$ cat src/rtl/quad_pwm_mixer.sv
// quad_pwm_mixer: CHANNELS quadrature encoders adjust per-channel duty values driving double-buffered PWM outputs.
// Input debouncers are compiled in only when the macro ENC_DEBOUNCE_EN is defined.
module quad_pwm_mixer #(
  parameter int CHANNELS        = 3,
  parameter int PWM_WIDTH       = 8,
  parameter int DEBOUNCE_CYCLES = 4
) (
  input  logic                  clk,
  input  logic                  reset_n,
  input  logic [CHANNELS-1:0]   enc_a,
  input  logic [CHANNELS-1:0]   enc_b,
  input  logic                  wrap,
  output logic [CHANNELS-1:0]   pwm_out,
  output logic                  sync,
  output logic [CHANNELS:0]     io_oeb_out,
  output logic [2*CHANNELS-1:0] io_oeb_in
);
  localparam int NBITS = 2 * CHANNELS;
  localparam logic [PWM_WIDTH-1:0] DUTY_MAX = '1;

  logic [NBITS-1:0] meta_q, sample_q;
  logic [NBITS-1:0] accepted;
  logic [CHANNELS-1:0][1:0] prev_q, prev_d;
  logic [CHANNELS-1:0][1:0] step;
  logic [CHANNELS-1:0][PWM_WIDTH-1:0] duty_q, duty_d;
  logic [CHANNELS-1:0][PWM_WIDTH-1:0] shadow_q, shadow_d;
  logic [PWM_WIDTH-1:0] cnt_q, cnt_d;
  logic [CHANNELS-1:0] pwm_q, pwm_d;
  logic sync_q, sync_d;

  // Gray position along the forward sequence 00,01,11,10 of {a,b}.
  function automatic logic [1:0] quadPos(input logic a, input logic b);
    return {a, a ^ b};
  endfunction

`ifdef ENC_DEBOUNCE_EN
  localparam int CW = $clog2(DEBOUNCE_CYCLES + 1);
  logic [NBITS-1:0] level_q, level_d;
  logic [NBITS-1:0][CW-1:0] dbcnt_q, dbcnt_d;

  always_comb begin
    level_d = level_q;
    dbcnt_d = dbcnt_q;
    for (int i = 0; i < NBITS; i++) begin
      if (sample_q[i] == level_q[i]) begin
        dbcnt_d[i] = '0;
      end else if (dbcnt_q[i] == CW'(DEBOUNCE_CYCLES - 1)) begin
        level_d[i] = sample_q[i];
        dbcnt_d[i] = '0;
      end else begin
        dbcnt_d[i] = dbcnt_q[i] + CW'(1);
      end
    end
  end

  always_ff @(posedge clk or negedge reset_n) begin
    if (!reset_n) begin
      level_q <= '0;
      dbcnt_q <= '0;
    end else begin
      level_q <= level_d;
      dbcnt_q <= dbcnt_d;
    end
  end

  assign accepted = level_q;
`else
  // Synchronized levels are accepted as-is; DEBOUNCE_CYCLES has no effect in this build.
  if (DEBOUNCE_CYCLES >= 0) begin : g_no_debounce
    assign accepted = sample_q;
  end
`endif

  always_comb begin
    prev_d = prev_q;
    step   = '0;
    duty_d = duty_q;
    for (int i = 0; i < CHANNELS; i++) begin
      prev_d[i] = {accepted[i], accepted[CHANNELS+i]};
      step[i]   = quadPos(accepted[i], accepted[CHANNELS+i]) - quadPos(prev_q[i][1], prev_q[i][0]);
      // A step of 2 means both phases moved at once: ignored, but prev still follows.
      if (step[i] == 2'd1) begin
        if (wrap || duty_q[i] != DUTY_MAX) duty_d[i] = duty_q[i] + 1'b1;
      end else if (step[i] == 2'd3) begin
        if (wrap || duty_q[i] != '0) duty_d[i] = duty_q[i] - 1'b1;
      end
    end
  end

  always_comb begin
    cnt_d    = cnt_q + 1'b1;
    shadow_d = (cnt_q == DUTY_MAX) ? duty_q : shadow_q;
    sync_d   = (cnt_q == '0);
    pwm_d    = '0;
    for (int i = 0; i < CHANNELS; i++) begin
      pwm_d[i] = (cnt_q < shadow_q[i]);
    end
  end

  always_ff @(posedge clk or negedge reset_n) begin
    if (!reset_n) begin
      meta_q   <= '0;
      sample_q <= '0;
      prev_q   <= '0;
      duty_q   <= '0;
      shadow_q <= '0;
      cnt_q    <= '0;
      pwm_q    <= '0;
      sync_q   <= 1'b0;
    end else begin
      meta_q   <= {enc_b, enc_a};
      sample_q <= meta_q;
      prev_q   <= prev_d;
      duty_q   <= duty_d;
      shadow_q <= shadow_d;
      cnt_q    <= cnt_d;
      pwm_q    <= pwm_d;
      sync_q   <= sync_d;
    end
  end

  assign pwm_out    = pwm_q;
  assign sync       = sync_q;
  assign io_oeb_out = '0;
  assign io_oeb_in  = '1;
endmodule

$ cat config.mk
export PLATFORM = sky130hd
export DESIGN_NAME = quad_pwm_mixer
export DESIGN_NICKNAME = d
export VERILOG_FILES = /design/src/rtl/quad_pwm_mixer.sv
export SDC_FILE = /design/constraint.sdc
export NUM_CORES = 1
export LEC_CHECK = 0
export ABC_CLOCK_PERIOD_IN_PS = 3200
export CELL_PAD_IN_SITES_DETAIL_PLACEMENT = 0
export CELL_PAD_IN_SITES_GLOBAL_PLACEMENT = 1
export CORE_ASPECT_RATIO = 0.5
export CORE_MARGIN = 1.5
export CORE_UTILIZATION = 48
export CTS_BUF_LIST = sky130_fd_sc_hd__clkbuf_8 sky130_fd_sc_hd__clkbuf_16
export CTS_CLUSTER_SIZE = 16
export DETAILED_ROUTE_END_ITERATION = 12
export GPL_ROUTABILITY_DRIVEN = 0
export GPL_TIMING_DRIVEN = 0
export HOLD_SLACK_MARGIN = 0.02
export PLACE_DENSITY = 0.85
export SYNTH_ARGS = -nofsm -noshare
export SYNTH_HDL_FRONTEND = slang
export SYNTH_SLANG_ARGS = --single-unit
$ cat constraint.sdc
create_clock -name clk -period 3.2 [get_ports clk]
set_input_delay 0.64 -clock clk [delete_from_list [all_inputs] [get_ports clk]]
set_output_delay 0.64 -clock clk [all_outputs]
set_load 0.05 [all_outputs]
# Word-level counts from Yosys, hierarchy flattened
# Cells that the tools add are included.
# Widths: inputs -> output; s select.
# word_totals
ff_bits,78
input_bits,9
word_cells,77
# classes
addsub,10
magnitude_cmp,3
n_eq_ne,13
mux,12
bitwise_logic,6
reduce_logical,19
# op_table
cell,n
$mux 8,12
$add 8x1->8 const B,4
$lt 8x8->1,3
$ne 8x8->1 const B,3
$reduce_bool 8->1,3
$sub 8x1->8 const B,3
$reduce_bool 2->1,6
$reduce_and 3->1,3
$eq 8x8->1 const B,1
$logic_not 8->1,1
$eq 2x1->1 const B,3
$eq 2x2->1 const B,3
$logic_or 1x1->1,6
$ne 2x1->1 const B,3
$sub 2x2->2,3
$xor 1x1->1,6

# Logic depth before layout (Yosys ltp)
# Gate-level depths: netlist (run 1).
# depth
ltp_word,5
ltp_mapped,12
depth_no_buf,12

# Worst setup path after synthesis (run 1)
# Ideal clock, no wire load.
# synth_timing
kind,register to register
start,"register sample_q[5], in the netlist accepted[5]"
end,register duty_q[22] (netlist bit)
setup_ns,0.125
t_arrival_ns,2.573
required_time_ns,3.075
slack_ns,0.502
stages_incl_launch_ff,13
path_cell_list,dfrtp_1 xnor2_1 ha_1 xor3_1 nor2_2 inv_1 fa_1 a21o_1 a21oi_1 o21bai_1 a21oi_1 xnor2_1 mux2_2
# synth_between
elab_chain_len,5
word_cells_on_any_way,9
cone_classes,1 x add/sub; 3 x eq/ne; 1 x mux; 1 x bitwise; 3 x reduce/logical
# synth_lines
element,line_no,rtl
from (decl),21,"logic [NBITS-1:0] meta_q, sample_q;"
from (signal assigned),112,sample_q <= meta_q;
$xor 1x1->1 (*),33,"return {a, a ^ b};"
$sub 2x2->2 (*),80,"step[i] = quadPos(accepted[i], accepted[CHANNELS+i]) - quadPos(prev_q[i][1], prev_q[i][0]);"
$eq 2x1->1 / $eq 2x2->1 (equally long branches),"82, 84",
$ne 2x1->1 (no line) / $reduce_bool 2->1 (equally long branches),-,
$reduce_and 3->1 (no line),-,
to (signal assigned),114,duty_q <= duty_d;
to (decl),25,"logic [CHANNELS-1:0][PWM_WIDTH-1:0] duty_q, duty_d;"
# Mark *: on every way between the ends. The rest lies on a longest branch, timed or not.
# A chain may end at the register's enable or synchronous reset.

# Worst setup path after layout (run 1)
# layout_timing
start,register prev_q[5] (netlist bit)
end,register duty_q[22] (netlist bit)
# layout_between
elab_chain_len,5
word_cells_on_any_way,9
cone_classes,1 x add/sub; 3 x eq/ne; 1 x mux; 1 x bitwise; 3 x reduce/logical
# layout_lines
element,line_no,rtl
from (decl),23,"logic [CHANNELS-1:0][1:0] prev_q, prev_d;"
from (signal assigned),113,prev_q <= prev_d;
$xor 1x1->1,33,
$sub 2x2->2 (*),80,
$eq 2x1->1 / $eq 2x2->1 (equally long branches),"82, 84",
$ne 2x1->1 (no line) / $reduce_bool 2->1 (equally long branches),-,
$reduce_and 3->1 (no line),-,
# Marked as above.

==> results_dict.tcl, run 1 <==
set metrics [dict create \
    placed_cell_area_sq_um 4609 \
    setup_viol 0 \
    worstSetupStartpointType "flop" \
    worst_slew_pin_slew_ns 0.5366 \
    slowest_delay_ns 0.42 \
    p_sw_frac 0.3363 \
    drt_iter0_drc 122 \
    clk_latency_ns 0.33 \
    antenna_found_initial 0 \
    clk_pin_slew_worst_paths_ns 0.06 \
    peakVddDrop_v 0.0003718 \
    fp.coreArea_sq_um 8678 \
    pwr-share-comb 0.381 \
    synth_edf_count 0 \
    firstDrtPassIters 4 \
    nFillCells 755 \
    io_pins 23 \
    fin_cells 542 \
    dieArea_sq_um 9543 \
    first_global_vias 2799 \
    synth_warnings 0 \
    diodes 0 \
    postCtsSetupRepairBufs 0 \
    tns_ns 0 \
    hold_viol 0 \
    maxCapViolCount 0 \
    wl_per_cell_um 14.04 \
    ys_seq_area_frac 0.4552 \
    worst-path-max-fanout 8 \
    powerDensity_nw_per_um2 838.0 \
    netlist_instances 388 \
    finalMaxSlewViolations 0 \
    fin_area_sq_um 4945 \
    outcome "completed" \
    crit_required_ns 3.41 \
    routed_wl_um 7611 \
    clock_sinks 78 \
    hold_path.class "input port to async pin" \
    overflow 0 \
    row_count 24 \
    synth_seq_cells 78 \
    cts_root_buf "clkbuf_16" \
    syn_avg_cell_area_sq_um 11.05 \
    htreeDepth 3 \
    seq_power_share 0.348 \
    cts_tree "yes" \
    yosysUniqueCellTypes 38 \
    die_x_um 136.7 \
    grt_setup_unrepaired "no" \
    cp.arrival_ns 3.19 \
    cts_buffers 9 \
    cellLeakagePower_nw 2.183 \
    crit_chain "xor2_1 > ha_1 > xor3_1 > nor2_2 > inv_2 > fa_1 > a21o_1 > a21oi_1 > o21bai_1 > a21oi_1 > xnor2_1 > mux2_2" \
    finalClockSkew_ns 0.004146 \
    vias 2808 \
    p_clk_frac 0.271 \
    hpwlAfterDp_um 5388 \
    drc 0 \
    dp_cells 526 \
    synth-main-ff-cell "dfrtp_1" \
    min_period_ns 2.975 \
    initial_core_util 0.4941 \
    num-nets-final 476 \
    cpMostUsedCell "a21oi_1" \
    setup_slack_ns 0.2246 \
    end_kind "flop" \
    maxSlewHeadroom 0.6422 \
    cpMaxStageDelayCell "fa_1" \
    clock.fmax_ghz 0.3361 \
    critPathKind "flop to flop" \
    grt_pass1_wl_um 13220 \
    fin_util 0.5698 \
    multiInputGateArea_sq_um 2167 \
    cts.path.max_buffers 2 \
    power.internal_w 0.002750 \
    period_share 0.9298 \
    async_flop_share 1.000 \
    vias_per_cell 5.181 \
    gr-usage-all-layers 0.1797 \
    syn-cell-area_sq_um 4288 \
    seq_area_sq_um 1952 \
    dieHeight_um 69.83 \
    grt_max_degree 68 \
    post_route_cells_drive_above_1_share 0.1271 \
    port_buffers 12 \
    p_switching_w 0.001394 \
    ant_nets 0 \
    place_ws_ns 0.2184 \
    syn2layout_area_growth_pct 15.32 \
]
==> synthesized netlist by cell type (9+ instances only) <==
library cell  number  area, sq um
buf_4             10        75.07
nor2_1             9        33.78
dfrtp_1           78         1952
inv_1             28        105.1
xor2_1             9        78.83
mux2_2            18        202.7
xnor2_1           26        227.7
a21o_1            15        112.6
nor3_1            10        50.05
nand2_1           31        116.4
a21oi_1           19        95.09
ha_1              44        550.5
o21ai_0           31        155.2
==> per-layer routing <==
metal	vias to the layer above	part of all wire	wire length [um]	GRT usage
li1	1411	-	-	-
met1	1353	0.50	3771	0.2405
met2	36	0.46	3537	0.2870
met3	8	0.028	215	0.04825
met4	0	0.011	87	0.05201
met5	-	0	0	0
==> kinds of logic (layout without fill, tap and decap cells) <==
group,Yosys count,in the layout,share of synthesized area
AOI/OAI and AO/OA,86,86,0.1310
xor gates and xnor gates,38,38,0.08783
adders and majority gates,47,47,0.1424
buffers and inverters,43,72,0.04640
DFF,78,78,0.4552
muxes,18,18,0.04727
other,2,10,0.001751
and+or+nand+nor,76,76,0.08812
==> through the flow <==
step                      hold WS (ns)  total power, W
after floorplan                 0.3312        0.002712
after global placement          0.3319        0.002978
after detailed placement        0.3347        0.003036
after CTS                       0.1434        0.004186
after global routing            0.1512        0.004433
final                           0.1500        0.004144
==> critical path, delay by kind of cell (launching register included) <==
family	cells	cell delay, ns
DFF	1	0.40
xor gates and xnor gates	3	0.48
adders and majority gates	2	0.60
AOI/OAI and AO/OA	4	0.74
muxes	1	0.27
and+or+nand+nor	1	0.20
buffers and inverters	1	0.15
==> flip-flops by register name (all words and copies together), names as in the netlist <==
name	count
sync	1
cnt_q	8
prev_q	6
shadow_q	24
accepted	6
meta_q	6
duty_q	24
pwm_out	3
==> layout make-up <==
cell class,instances,share of cell area
inverter,28,0.02126
sequential,78,0.3947
buffer,15,0.01898
clock buffer,12,0.05390
multi-input combinational,275,0.4383
clock inverter,4,0.01392
timing repair buffer,13,0.02935
tap,117,0.02961
==> placed cells by master, fill, tap and decap left out, types with 2 or more instances in the layout <==
| cell | n |
|---|---|
| mux2_2 | 18 |
| a31oi_1 | 4 |
| nor2_1 | 9 |
| a21oi_1 | 19 |
| nand4_1 | 4 |
| clkbuf_8 | 3 |
| nor3_1 | 10 |
| dfrtp_1 | 78 |
| conb_1 | 10 |
| bufinv_16 | 2 |
| nand2_1 | 31 |
| a211oi_4 | 2 |
| clkbuf_16 | 9 |
| clkdlybuf4s50_1 | 11 |
| o22ai_1 | 2 |
| o21bai_1 | 5 |
| nor2_2 | 2 |
| buf_4 | 11 |
| clkbuf_1 | 5 |
| xnor2_1 | 26 |
| nand3_1 | 5 |
| nand2b_1 | 4 |
| xor2_1 | 9 |
| a211oi_1 | 4 |
| inv_1 | 28 |
| o21ai_0 | 31 |
| xor3_1 | 2 |
| a21o_1 | 15 |
| ha_1 | 44 |
| fa_1 | 3 |
| nor4_1 | 5 |
==> power groups by stage <==
stage | clock network (W) | logic, W | registers (W)
floorplan | 0 | 0.00134 | 0.00137
finish | 0.00112 | 0.00158 | 0.00144
global route | 0.00119 | 0.00177 | 0.00148
CTS | 0.00115 | 0.00159 | 0.00144
detailed placement | 0 | 0.00158 | 0.00146
global placement | 0 | 0.00153 | 0.00145
==> final timing paths <==
path | slack, ns | to | cells after the start | startpoint
hold reg to reg | 0.35 | accepted[1]$_DFF_PN0_ | 0 | meta_q[1]$_DFF_PN0_
setup / recovery | 0.22 | duty_q[22]$_DFFE_PN0P_ | 12 | prev_q[5]$_DFF_PN0_
min in group clk | 0.35 | accepted[1]$_DFF_PN0_ | 0 | meta_q[1]$_DFF_PN0_
setup reg to reg | 0.22 | duty_q[22]$_DFFE_PN0P_ | 12 | prev_q[5]$_DFF_PN0_
max in group asynchronous | 2.49 | shadow_q[0]$_DFFE_PN0N_ | 2 | reset_n
hold / removal | 0.15 | duty_q[13]$_DFFE_PN0P_ | 1 | reset_n
==> what timing repair did <==
item,CTS,global route
gates resized for setup,0,1
endpoints found under the setup margin,0,1
hold buffers,0,0
(Power assumes the default switching activity.)
==> run 2, diff against run 1 <==
--- a/config.mk
+++ b/config.mk
@@ -6,6 +6,7 @@
 export NUM_CORES = 1
 export LEC_CHECK = 0
 export ABC_CLOCK_PERIOD_IN_PS = 3200
+export CAP_MARGIN = 20
 export CELL_PAD_IN_SITES_DETAIL_PLACEMENT = 0
 export CELL_PAD_IN_SITES_GLOBAL_PLACEMENT = 1
 export CORE_ASPECT_RATIO = 0.5
@@ -18,6 +19,7 @@
 export GPL_TIMING_DRIVEN = 0
 export HOLD_SLACK_MARGIN = 0.02
 export PLACE_DENSITY = 0.85
+export RECOVER_POWER = 25
 export SYNTH_ARGS = -nofsm -noshare
 export SYNTH_HDL_FRONTEND = slang
 export SYNTH_SLANG_ARGS = --single-unit
==> run 2 against run 1 <==
Compared with the run above: the flow now finishes with violations (capacitance limit, slew limit); cell area shrank 0.53%; sequential share of layout area up 0.21 points; worst setup slack better by 0.018 ns; maximum frequency up 0.62%; clock-buffer cell count did not move; global-route usage did not move; largest cell class unchanged; largest power group unchanged.
==> results_dict.tcl, run 2 (synthesis gave the netlist of run 1 again) <==
set metrics [dict create \
    outcome "complete, but fails checks" \
    violations "capacitance limit, slew limit" \
    clk_latency_ns 0.33 \
    powerDensity_nw_per_um2 841.5 \
    cp.arrival_ns 3.17 \
    maxCapViolCount 1 \
    htreeDepth 3 \
    vias_per_cell 5.173 \
    fin_cells 542 \
    mostFrequentLayoutCells "dfrtp_1, ha_1, nand2_1, o21ai_0, inv_1" \
    drc 0 \
    vias 2804 \
    dieHeight_um 69.83 \
    grt_max_degree 68 \
    drt_iter0_drc 145 \
    nFillCells 757 \
    peakVddDrop_v 0.0003717 \
    placed_cell_area_sq_um 4609 \
    crit_required_ns 3.41 \
    maxSlewHeadroom -0.08163 \
    place_ws_ns 0.2184 \
    gr-usage-all-layers 0.1797 \
    dp_cells 526 \
    cellLeakagePower_nw 2.171 \
    fin_area_sq_um 4918 \
    clock.fmax_ghz 0.3382 \
    io_pins 23 \
    hold_viol 0 \
    end_kind "flop" \
    overflow 0 \
    critPathKind "flop to flop" \
    firstDrtPassIters 4 \
    worstSetupStartpointType "flop" \
    finalClockSkew_ns 0.004235 \
    min_period_ns 2.957 \
    grt_pass1_wl_um 13220 \
    grt_setup_unrepaired "no" \
    antenna_found_initial 0 \
    finalMaxSlewViolations 68 \
    cts_tree "yes" \
    fp.coreArea_sq_um 8678 \
    first_global_vias 2799 \
    hpwlAfterDp_um 5388 \
    wl_per_cell_um 13.98 \
    clk_pin_slew_worst_paths_ns 0.06 \
    row_count 24 \
    die_x_um 136.7 \
    setup_viol 0 \
    worst-path-max-fanout 8 \
    clock_sinks 78 \
    dieArea_sq_um 9543 \
    worst_slew_pin_slew_ns 1.622 \
    diodes 0 \
    cts_root_buf "clkbuf_16" \
    final_common_cell "dfrtp_1" \
    cts.path.max_buffers 2 \
    reg_top3 "duty_q: 24 flops, shadow_q: 24 flops, cnt_q: 8 flops" \
    holdWs_ns 0.2992 \
    period_share 0.9241 \
    setup_slack_ns 0.2429 \
    num-nets-final 476 \
    routed_wl_um 7578 \
    initial_core_util 0.4941 \
    post_route_cells_drive_above_1_share 0.1247 \
    hold_path.class "input port to async pin" \
    ant_nets 0 \
    syn2layout_area_growth_pct 14.71 \
    port_buffers 12 \
    cts_buffers 9 \
]
==> run 2: final timing paths <==
check	startpoint	to	slack, ns	cells after the start
min in group clk	meta_q[1]$_DFF_PN0_	accepted[1]$_DFF_PN0_	0.35	0
max in group asynchronous	reset_n	duty_q[2]$_DFFE_PN0P_	0.90	2
setup / recovery	prev_q[5]$_DFF_PN0_	duty_q[22]$_DFFE_PN0P_	0.24	12
setup reg to reg	prev_q[5]$_DFF_PN0_	duty_q[22]$_DFFE_PN0P_	0.24	12
hold reg to reg	meta_q[1]$_DFF_PN0_	accepted[1]$_DFF_PN0_	0.35	0
hold / removal	reset_n	duty_q[13]$_DFFE_PN0P_	0.30	1
==> run 2: stage by stage <==
| step | total power (W) | setup TNS, ns | utilization |
|---|---|---|---|
| final | 0.004139 | 0 | 0.5668 |
| after CTS | 0.004186 | 0 | 0.5698 |
| after global placement | 0.002978 | -100.38 | 0.5283 |
| after detailed placement | 0.003036 | 0 | 0.5311 |
| after global routing | 0.004428 | 0 | 0.5668 |
| after floorplan | 0.002712 | 0 | - |
==> run 2: power breakdown <==
group,leakage (nW),internal [W],switching (W)
Sequential,0.977,0.00117,0.000270
Clock,0.170,0.000742,0.000381
Combinational,1.02,0.000832,0.000742
==> run 2: routing by layer <==
layer | global-route usage | vias up | wire (um)
met1 | 0.2405 | 1348 | 3772
met5 | 0 | - | 0
met2 | 0.2870 | 38 | 3482
met4 | 0.05201 | 0 | 98
met3 | 0.04825 | 10 | 226
li1 | - | 1408 | -
==> run 2: layout make-up <==
type | instances | area [sq um] | share of cell area
inverter | 28 | 105.1 | 0.02137
clock buffer | 12 | 266.5 | 0.05418
buffer | 15 | 93.84 | 0.01908
timing repair buffer | 13 | 118.9 | 0.02417
clock inverter | 4 | 68.82 | 0.01399
sequential | 78 | 1952 | 0.3968
tap | 117 | 146.4 | 0.02976
multi-input combinational | 275 | 2167 | 0.4406
==> run 2: repair_timing <==
item | CTS | global route
resized for setup | 0 | 1
setup buffers | 0 | 0
setup endpoints to repair | 0 | 1
hold buffers | 0 | 0
==> run 2: worst max-delay path, stage by stage, from the launching register on <==
cell      delay [ns]
dfrtp_1         0.40
xor2_1          0.17
ha_1            0.18
xor3_1          0.22
nor2_2          0.20
inv_2           0.14
fa_1            0.42
a21o_1          0.20
a21oi_1         0.23
o21bai_1        0.09
a21oi_1         0.21
xnor2_1         0.09
mux2_2          0.27
==> run 3, diff against run 2 <==
--- a/config.mk
+++ b/config.mk
@@ -6,7 +6,7 @@
 export NUM_CORES = 1
 export LEC_CHECK = 0
 export ABC_CLOCK_PERIOD_IN_PS = 3200
-export CAP_MARGIN = 20
+export CAP_MARGIN = 30
 export CELL_PAD_IN_SITES_DETAIL_PLACEMENT = 0
 export CELL_PAD_IN_SITES_GLOBAL_PLACEMENT = 1
 export CORE_ASPECT_RATIO = 0.5
==> constraint.sdc (replaced) <==
create_clock -name clk -period 3.2 [get_ports clk]
set_input_delay 0.64 -clock clk [delete_from_list [all_inputs] [get_ports clk]]
set_output_delay 0.64 -clock clk [all_outputs]
set_load 0.1 [all_outputs]
==> run 3 against run 2 <==
Compared with the run above: the flow still finishes with violations (capacitance limit, slew limit); critical path depth is the same; sequential power is essentially flat; die area unchanged; cell area is the same; worst setup slack is the same; first-iteration DRC count unchanged.
==> results_dict.tcl, run 3 (synthesis gave the netlist of run 1 again) <==
set metrics [dict create \
    outcome "complete, but fails checks" \
    violations "capacitance limit, slew limit" \
    row_count 24 \
    worst_slew_pin_slew_ns 1.622 \
    htreeDepth 3 \
    met2_usage 0.2870 \
    initial_core_util 0.4941 \
    fin_cells 542 \
    powerDensity_nw_per_um2 846.6 \
    drt_iter0_drc 145 \
    wl_per_cell_um 13.98 \
    grt_use_met3 0.04825 \
    dieArea_sq_um 9543 \
    gr-usage-all-layers 0.1797 \
    clock_sinks 78 \
    overflow 0 \
    reg_top3 "duty_q: 24 flops, shadow_q: 24 flops, cnt_q: 8 flops" \
    crit_required_ns 3.41 \
    r2r_cells 12 \
    slowest_delay_ns 0.42 \
    clk_latency_ns 0.33 \
    met1_usage 0.2405 \
    syn2layout_area_growth_pct 14.71 \
    grt_max_degree 68 \
    ant_nets 0 \
    maxCapViolCount 1 \
    fp.coreArea_sq_um 8678 \
    worstSetupStartpointType "flop" \
    first_global_vias 2799 \
    firstDrtPassIters 4 \
    cts.path.max_buffers 2 \
    peakVddDrop_v 0.0003720 \
    drc 0 \
    cellLeakagePower_nw 2.171 \
    placed_cell_area_sq_um 4609 \
    grt_most_used_layer "met2" \
    mostFrequentLayoutCells "dfrtp_1, ha_1, nand2_1, o21ai_0, inv_1" \
    num-nets-final 476 \
    dieHeight_um 69.83 \
    period_share 0.9241 \
    grt_setup_unrepaired "no" \
    cpMaxStageDelayCell "fa_1" \
    routed_wl_um 7578 \
    diodes 0 \
    clock.fmax_ghz 0.3382 \
    crit_chain "xor2_1 > ha_1 > xor3_1 > nor2_2 > inv_2 > fa_1 > a21o_1 > a21oi_1 > o21bai_1 > a21oi_1 > xnor2_1 > mux2_2" \
    io_pins 23 \
    antenna_found_initial 0 \
    cp.arrival_ns 3.17 \
    finalClockSkew_ns 0.004235 \
    finalMaxSlewViolations 68 \
    final_common_cell "dfrtp_1" \
    hold_viol 0 \
    cpMostUsedCell "a21oi_1" \
    postCtsSetupRepairBufs 0 \
    maxSlewHeadroom -0.08163 \
    post_route_cells_drive_above_1_share 0.1247 \
    clk_pin_slew_worst_paths_ns 0.06 \
    cts_root_buf "clkbuf_16" \
    cts_tree "yes" \
    place_ws_ns 0.2184 \
    cts_buffers 9 \
    die_x_um 136.7 \
    setup_viol 0 \
    min_period_ns 2.957 \
    vias_per_cell 5.173 \
    port_buffers 12 \
    end_kind "flop" \
    grt_pass1_wl_um 13220 \
    dp_cells 526 \
    hpwlAfterDp_um 5388 \
    setup_slack_ns 0.2429 \
    vias 2804 \
    worst-path-max-fanout 8 \
    critPathKind "flop to flop" \
    nFillCells 757 \
    hold_path.class "input port to async pin" \
    fin_area_sq_um 4918 \
]
-- run 3: cell counts in the layout (fill, tap and decap cells not counted) --
No cell type changed its count.
-- run 3: cell type report --
| cell class | instances | area, sq um | area share |
|---|---|---|---|
| Buffer | 15 | 93.84 | 0.01908 |
| Clock buffer | 12 | 266.5 | 0.05418 |
| Clock inverter | 4 | 68.82 | 0.01399 |
| Inverter | 28 | 105.1 | 0.02137 |
| Multi-Input combinational cell | 275 | 2167 | 0.4406 |
| Sequential cell | 78 | 1952 | 0.3968 |
| Tap cell | 117 | 146.4 | 0.02976 |
| Timing Repair Buffer | 13 | 118.9 | 0.02417 |
-- run 3: power by group --
group          leakage [nW]  switching, W  total, W  internal (W)
logic                  1.02      0.000767   0.00160      0.000832
registers             0.977      0.000270   0.00144       0.00117
clock network         0.170      0.000381   0.00112      0.000742
total                  2.17       0.00142   0.00416       0.00275
-- run 3: layer usage --
layer	up-vias	routed length, um
li1	1408	-
met1	1348	3772
met2	38	3482
met3	10	226
met4	0	98
met5	-	0
-- run 3: worst paths after layout --
kind / slack (ns) / end / start
worst max-delay path: 0.24 / duty_q[22]$_DFFE_PN0P_ / prev_q[5]$_DFF_PN0_
worst min-delay path: 0.30 / duty_q[13]$_DFFE_PN0P_ / reset_n
worst max register to register: 0.24 / duty_q[22]$_DFFE_PN0P_ / prev_q[5]$_DFF_PN0_
worst min register to register: 0.35 / accepted[1]$_DFF_PN0_ / meta_q[1]$_DFF_PN0_
max in group asynchronous: 0.90 / duty_q[2]$_DFFE_PN0P_ / reset_n
min in group clk: 0.35 / accepted[1]$_DFF_PN0_ / meta_q[1]$_DFF_PN0_
-- run 3: through the flow --
stage	utilization	hold WS, ns	TNS (ns)	total power (W)
final	0.5668	0.2992	0	0.004164
after global routing	0.5668	0.3583	0	0.004454
after global placement	0.5283	0.3319	-100.38	0.003003
after detailed placement	0.5311	0.3347	0	0.003062
after CTS	0.5698	0.1434	0	0.004211
after floorplan	-	0.3312	0	0.002737
-- run 3: repair_timing --
item	4_1_cts	5_1_grt
endpoints found under the hold margin	0	0
setup endpoints to repair	0	1
hold buffers	0	0
gates resized for setup	0	1
-- run 3: worst max-delay path: cells and delay by family (launching register included) --
kind	cells	cell delay (ns)
xor+xnor	3	0.48
simple gates	1	0.20
flops	1	0.40
mux	1	0.27
compound gates	4	0.73
fa+ha+maj	2	0.60
buf+inv	1	0.14
==> RTL change 1 (settings of run 3) <==
Change the parameter `PWM_WIDTH` from 8 to 6.
--- a/src/rtl/quad_pwm_mixer.sv
+++ b/src/rtl/quad_pwm_mixer.sv
@@ -3,5 +3,5 @@
 module quad_pwm_mixer #(
   parameter int CHANNELS        = 3,
-  parameter int PWM_WIDTH       = 8,
+  parameter int PWM_WIDTH       = 6,
   parameter int DEBOUNCE_CYCLES = 4
 ) (
Function: same outputs for any inputs over 10 cycles, from zero or initial values and one cycle with reset_n low; that may be too few to reach the edited logic, so the function may still have changed.
==> RTL change 1 against run 3 <==
- synthesized area is 22% lower
- power is 23% lower
- core utilization is 2.5 points higher
- sequential cell count is 14 lower
- critical path depth stayed put
- cell area is 19% lower
- routed wire length is 26% lower
- worst setup slack better by 0.16 ns
- sequential share of layout area is 0.58 points higher
==> RTL change 1: results (changes against run 3) <==
qor: critical_path.worst_r2r_startpoint accepted[0] [was prev_q[5]]
qor: critical_path.crit_slowest_cell sky130_fd_sc_hd__dfrtp_1 [was sky130_fd_sc_hd__fa_1]
qor: synthesis.yosys.cell_types.count 35 [was 38]
qor: grt.grt_max_degree 24 [was 68]
qor: synthesis.synth_area_leaders sky130_fd_sc_hd__dfrtp_1 (48%), sky130_fd_sc_hd__ha_1 (12%), sky130_fd_sc_hd__xnor2_1 (4.7%) [was sky130_fd_sc_hd__dfrtp_1 (46%), sky130_fd_sc_hd__ha_1 (13%), sky130_fd_sc_hd__xnor2_1 (5.3%)]
qor: timing.worst_clock_skew 0.008209 ns [was 0.004235 ns]
qor: synthesis.list_of_most_frequent_post_synthesis_cells sky130_fd_sc_hd__dfrtp_1 (64), sky130_fd_sc_hd__ha_1 (32), sky130_fd_sc_hd__o21ai_0 (23) [was sky130_fd_sc_hd__dfrtp_1 (78), sky130_fd_sc_hd__ha_1 (44), sky130_fd_sc_hd__nand2_1 (31), sky130_fd_sc_hd__o21ai_0 (31), sky130_fd_sc_hd__inv_1 (28)]
qor: timing.max_slew_margin_vs_limit 0.2345 [was -0.08163]
qor: placed_design.dp.final_hpwl 4089 um [was 5388 um]
qor: cells_and_area.num-fill-cells 556 [was 757]
qor: grt.grt_use_total 0.1722 [was 0.1797]
qor: cells_and_area.post_route_cells_drive_above_1_share 0.1389 [was 0.1247]
qor: clocking.post_cts.resized_instances 0 [unchanged]
qor: route.dr_total_vias 2109 [was 2804]
qor: min_path.min-delay-path-class register to register [was input pin to async pin]
qor: pwr.total_leakage_power 1.784 nW [was 2.171 nW]
qor: clocking.cts_buffers 9 [unchanged]
qor: route.detail_route.wirelength 5587 um [was 7578 um]
qor: clocking.ctsLongestPathBuffers 2 [unchanged]
qor: route.dr.first_iter.drc_count 85 [was 145]
qor: pwr.ir_drop 0.3617 mV [was 0.3720 mV]
qor: critical_path.biggest_cell_delay_along_the_critical_path 0.40 ns [was 0.42 ns]
qor: grt.antenna_violations_before_repair 0 [unchanged]
qor: critical_path.cp.arrival 3.04 ns [was 3.17 ns]
qor: placed_design.pre_cts_slack 0.4076 ns [was 0.2184 ns]
qor: placed_design.placed_cell_area 3664 um2 [was 4609 um2]
qor: critical_path.highest_net_fanout_along_the_worst_path 8 [unchanged]
qor: cells_and_area.reg.largest.list duty_q: 18 flops, shadow_q: 18 flops [was duty_q: 24 flops, shadow_q: 24 flops, cnt_q: 8 flops]
qor: grt.grt_first_pass_wirelength 9556 um [was 13220 um]
qor: synthesis.synth.yosys.seq_area_share 0.4783 [was 0.4552]
qor: outcome.status completed [was finished, violations left]
qor: cells_and_area.fin_nets 363 [was 476]
==> RTL change 1: per-layer routing <==
layer | GRT usage | vias to the layer above | routed length, um
met5 | 0 | - | 0
met4 | 0.06555 | 0 | 101
met3 | 0.06661 | 11 | 247
met2 | 0.3011 | 36 | 2631
met1 | 0.1998 | 1020 | 2607
li1 | - | 1042 | -
==> RTL change 1: kinds of logic after synthesis <==
family          count (synthesis)  share of synthesized area
compound gates                 58                     0.1177
xor+xnor                       31                    0.08968
fa+ha+maj                      35                     0.1375
buf+inv                        34                    0.04932
flops                          64                     0.4783
mux                            14                    0.04671
other cells                     2                   0.002243
simple gates                   48                    0.07847
==> RTL change 1: worst register-to-register path, cell delays in order (launching register included) <==
cell                       delay [ns]
sky130_fd_sc_hd__dfrtp_1         0.40
sky130_fd_sc_hd__xnor2_1         0.15
sky130_fd_sc_hd__ha_1            0.18
sky130_fd_sc_hd__xor2_1          0.17
sky130_fd_sc_hd__xnor2_1         0.14
sky130_fd_sc_hd__nand2b_1        0.22
sky130_fd_sc_hd__ha_1            0.35
sky130_fd_sc_hd__a21o_1          0.17
sky130_fd_sc_hd__a21o_1          0.19
sky130_fd_sc_hd__a21o_1          0.17
sky130_fd_sc_hd__a21oi_1         0.18
sky130_fd_sc_hd__mux2i_1         0.23
sky130_fd_sc_hd__xor2_1          0.16
==> RTL change 1: area by class of cell <==
cell class	instances	area [um2]	share of cell area
plain buffers	14	90.09	0.02265
flip-flops and latches	64	1602	0.4026
clock inverters	6	76.32	0.01919
repair buffers	14	168.9	0.04247
multi-input cells	196	1612	0.4052
clock buffers	10	239.0	0.06008
inverters	20	75.07	0.01887
well taps	92	115.1	0.02894
==> RTL change 1: report_power, final <==
part	total [W]	internal, W	switching, W
clock	0.00102	0.000692	0.000332
combinational	0.00104	0.000552	0.000484
sequential	0.00115	0.000951	0.000203
==> RTL change 1: through the flow <==
step | cells | hold WS (ns)
after global routing | 416 | 0.3542
final | 416 | 0.3450
after global placement | 398 | 0.3321
after CTS | 416 | 0.2776
after floorplan | 294 | 0.3312
after detailed placement | 400 | 0.3347
==> RTL change 1: worst paths after layout <==
check	to	slack [ns]
worst max-delay path	duty_q[5]	0.41
min in group asynchronous	duty_q[15]	0.52
worst min-delay path	accepted[3]	0.35
worst min register to register	accepted[3]	0.35
max in group asynchronous	shadow_q[10]	1.80
worst max register to register	duty_q[5]	0.41
==> RTL change 2 (config.mk and constraints of run 3) <==
Made on the original files. Register the output `sync` once more, cleared by the reset; this adds one clock of latency there. The other outputs are not delayed to match.
--- a/src/rtl/quad_pwm_mixer.sv
+++ b/src/rtl/quad_pwm_mixer.sv
@@ -121,5 +121,11 @@
 
   assign pwm_out    = pwm_q;
-  assign sync       = sync_q;
+  always_ff @(posedge clk or negedge reset_n) begin
+    if (!reset_n) begin
+      sync <= '0;
+    end else begin
+      sync <= sync_q;
+    end
+  end
   assign io_oeb_out = '0;
   assign io_oeb_in  = '1;
Check against the original RTL: not equivalent (a bounded check fails within 4 cycles, from zero or initial values and one cycle with reset_n low).
==> RTL change 2 against run 3 <==
- the run still ends with capacitance limit, slew limit left
- worst hold slack gained 0.048 ns
- cell area grew 0.10%
- first-iteration DRC count shrank 4.8%
- synthesized area grew 0.58%
- cell count grew 0.18%
- critical path depth is the same
- via count shrank 0.46%
- sequential cell count grew 1
- maximum frequency grew 0.98%
- routed wire length grew 0.17%
- worst setup slack gained 0.029 ns
- power shrank 1.5%
- critical path type unchanged
==> RTL change 2: results (changes against run 3) <==
qor: cells_and_area.fin_nets 477 [was 476]
qor: timing.max_slew_margin_vs_limit -0.06441 [was -0.08163]
qor: critical_path.worst_r2r_startpoint accepted[1] [was prev_q[5]]
qor: pwr.total_leakage_power 2.177 nW [was 2.171 nW]
qor: flow_run.max_cap_viol_count 1 [unchanged]
qor: critical_path.critPathCapture duty_q[14] [was duty_q[22]]
qor: placed_design.placed_cell_area 4634 um2 [was 4609 um2]
qor: timing.finalMaxSlewViolations 66 [was 68]
qor: grt.first_global_vias 2755 [was 2799]
qor: cells_and_area.seqCellArea 1977 um2 [was 1952 um2]
qor: route.dr.first_iter.drc_count 138 [was 145]
qor: cells_and_area.layoutNonFillerInstCount 543 [was 542]
qor: synthesis.syn-instance-count 389 [was 388]
qor: outcome.status finished, violations left [unchanged]
qor: outcome.violations capacitance limit, slew limit [unchanged]
qor: grt.global_route.usage.met2 0.2702 [was 0.2870]
qor: pwr.ir_drop 0.3292 mV [was 0.3720 mV]
qor: grt.grt.met3_usage 0.05229 [was 0.04825]
qor: pwr.sw_frac 0.3476 [was 0.3405]
qor: grt.grt_max_degree 66 [was 68]
qor: route.drt-wirelength-per-cell 13.98 um [about the same]
qor: critical_path.biggest_cell_delay_along_the_critical_path 0.44 ns [was 0.42 ns]
qor: synthesis.list_of_most_frequent_post_synthesis_cells sky130_fd_sc_hd__dfrtp_1 (79), sky130_fd_sc_hd__ha_1 (44), sky130_fd_sc_hd__nand2_1 (31), sky130_fd_sc_hd__o21ai_0 (31), sky130_fd_sc_hd__inv_1 (28) [was sky130_fd_sc_hd__dfrtp_1 (78), sky130_fd_sc_hd__ha_1 (44), sky130_fd_sc_hd__nand2_1 (31), sky130_fd_sc_hd__o21ai_0 (31), sky130_fd_sc_hd__inv_1 (28)]
qor: min_path.min-delay-path-class register to register [was input pin to async pin]
qor: synthesis.synth_area_leaders sky130_fd_sc_hd__dfrtp_1 (46%), sky130_fd_sc_hd__ha_1 (13%), sky130_fd_sc_hd__xnor2_1 (5.3%) [unchanged]
qor: cells_and_area.multiInputGateArea 2172 um2 [was 2167 um2]
qor: cells_and_area.stdcell_area 4923 um2 [was 4918 um2]
qor: timing.worst_clock_skew 0.003974 ns [was 0.004235 ns]
## RTL change 2: changes by cell type after synthesis
cell | run 3 | this run
sky130_fd_sc_hd__dfrtp_1 | 78 | 79
## RTL change 2: metal layers
metal  vias up  wire length [um]
met5         -                 0
met4         0                83
met3         7               320
met2        56              3383
met1      1318              3803
li1       1410                 -
## RTL change 2: cells by family (layout without fill, tap and decap cells)
logic type	Yosys count	after routing	share of synthesized area
AOI/OAI and AO/OA	86	86	0.1303
DFF	79	79	0.4584
and+or+nand+nor	76	76	0.08761
adders and majority gates	47	47	0.1416
buffers and inverters	43	72	0.04613
xor gates and xnor gates	38	38	0.08732
muxes	18	18	0.04700
other	2	10	0.001741
## RTL change 2: power by group through the flow
stage          combinational [W]  clock [W]  sequential, W
2_1_floorplan            0.00137          0        0.00138
3_3_place_gp             0.00155          0        0.00147
3_5_place_dp             0.00160          0        0.00147
4_1_cts                  0.00161    0.00107        0.00146
5_1_grt                  0.00181    0.00112        0.00150
6_report                 0.00160    0.00105        0.00146
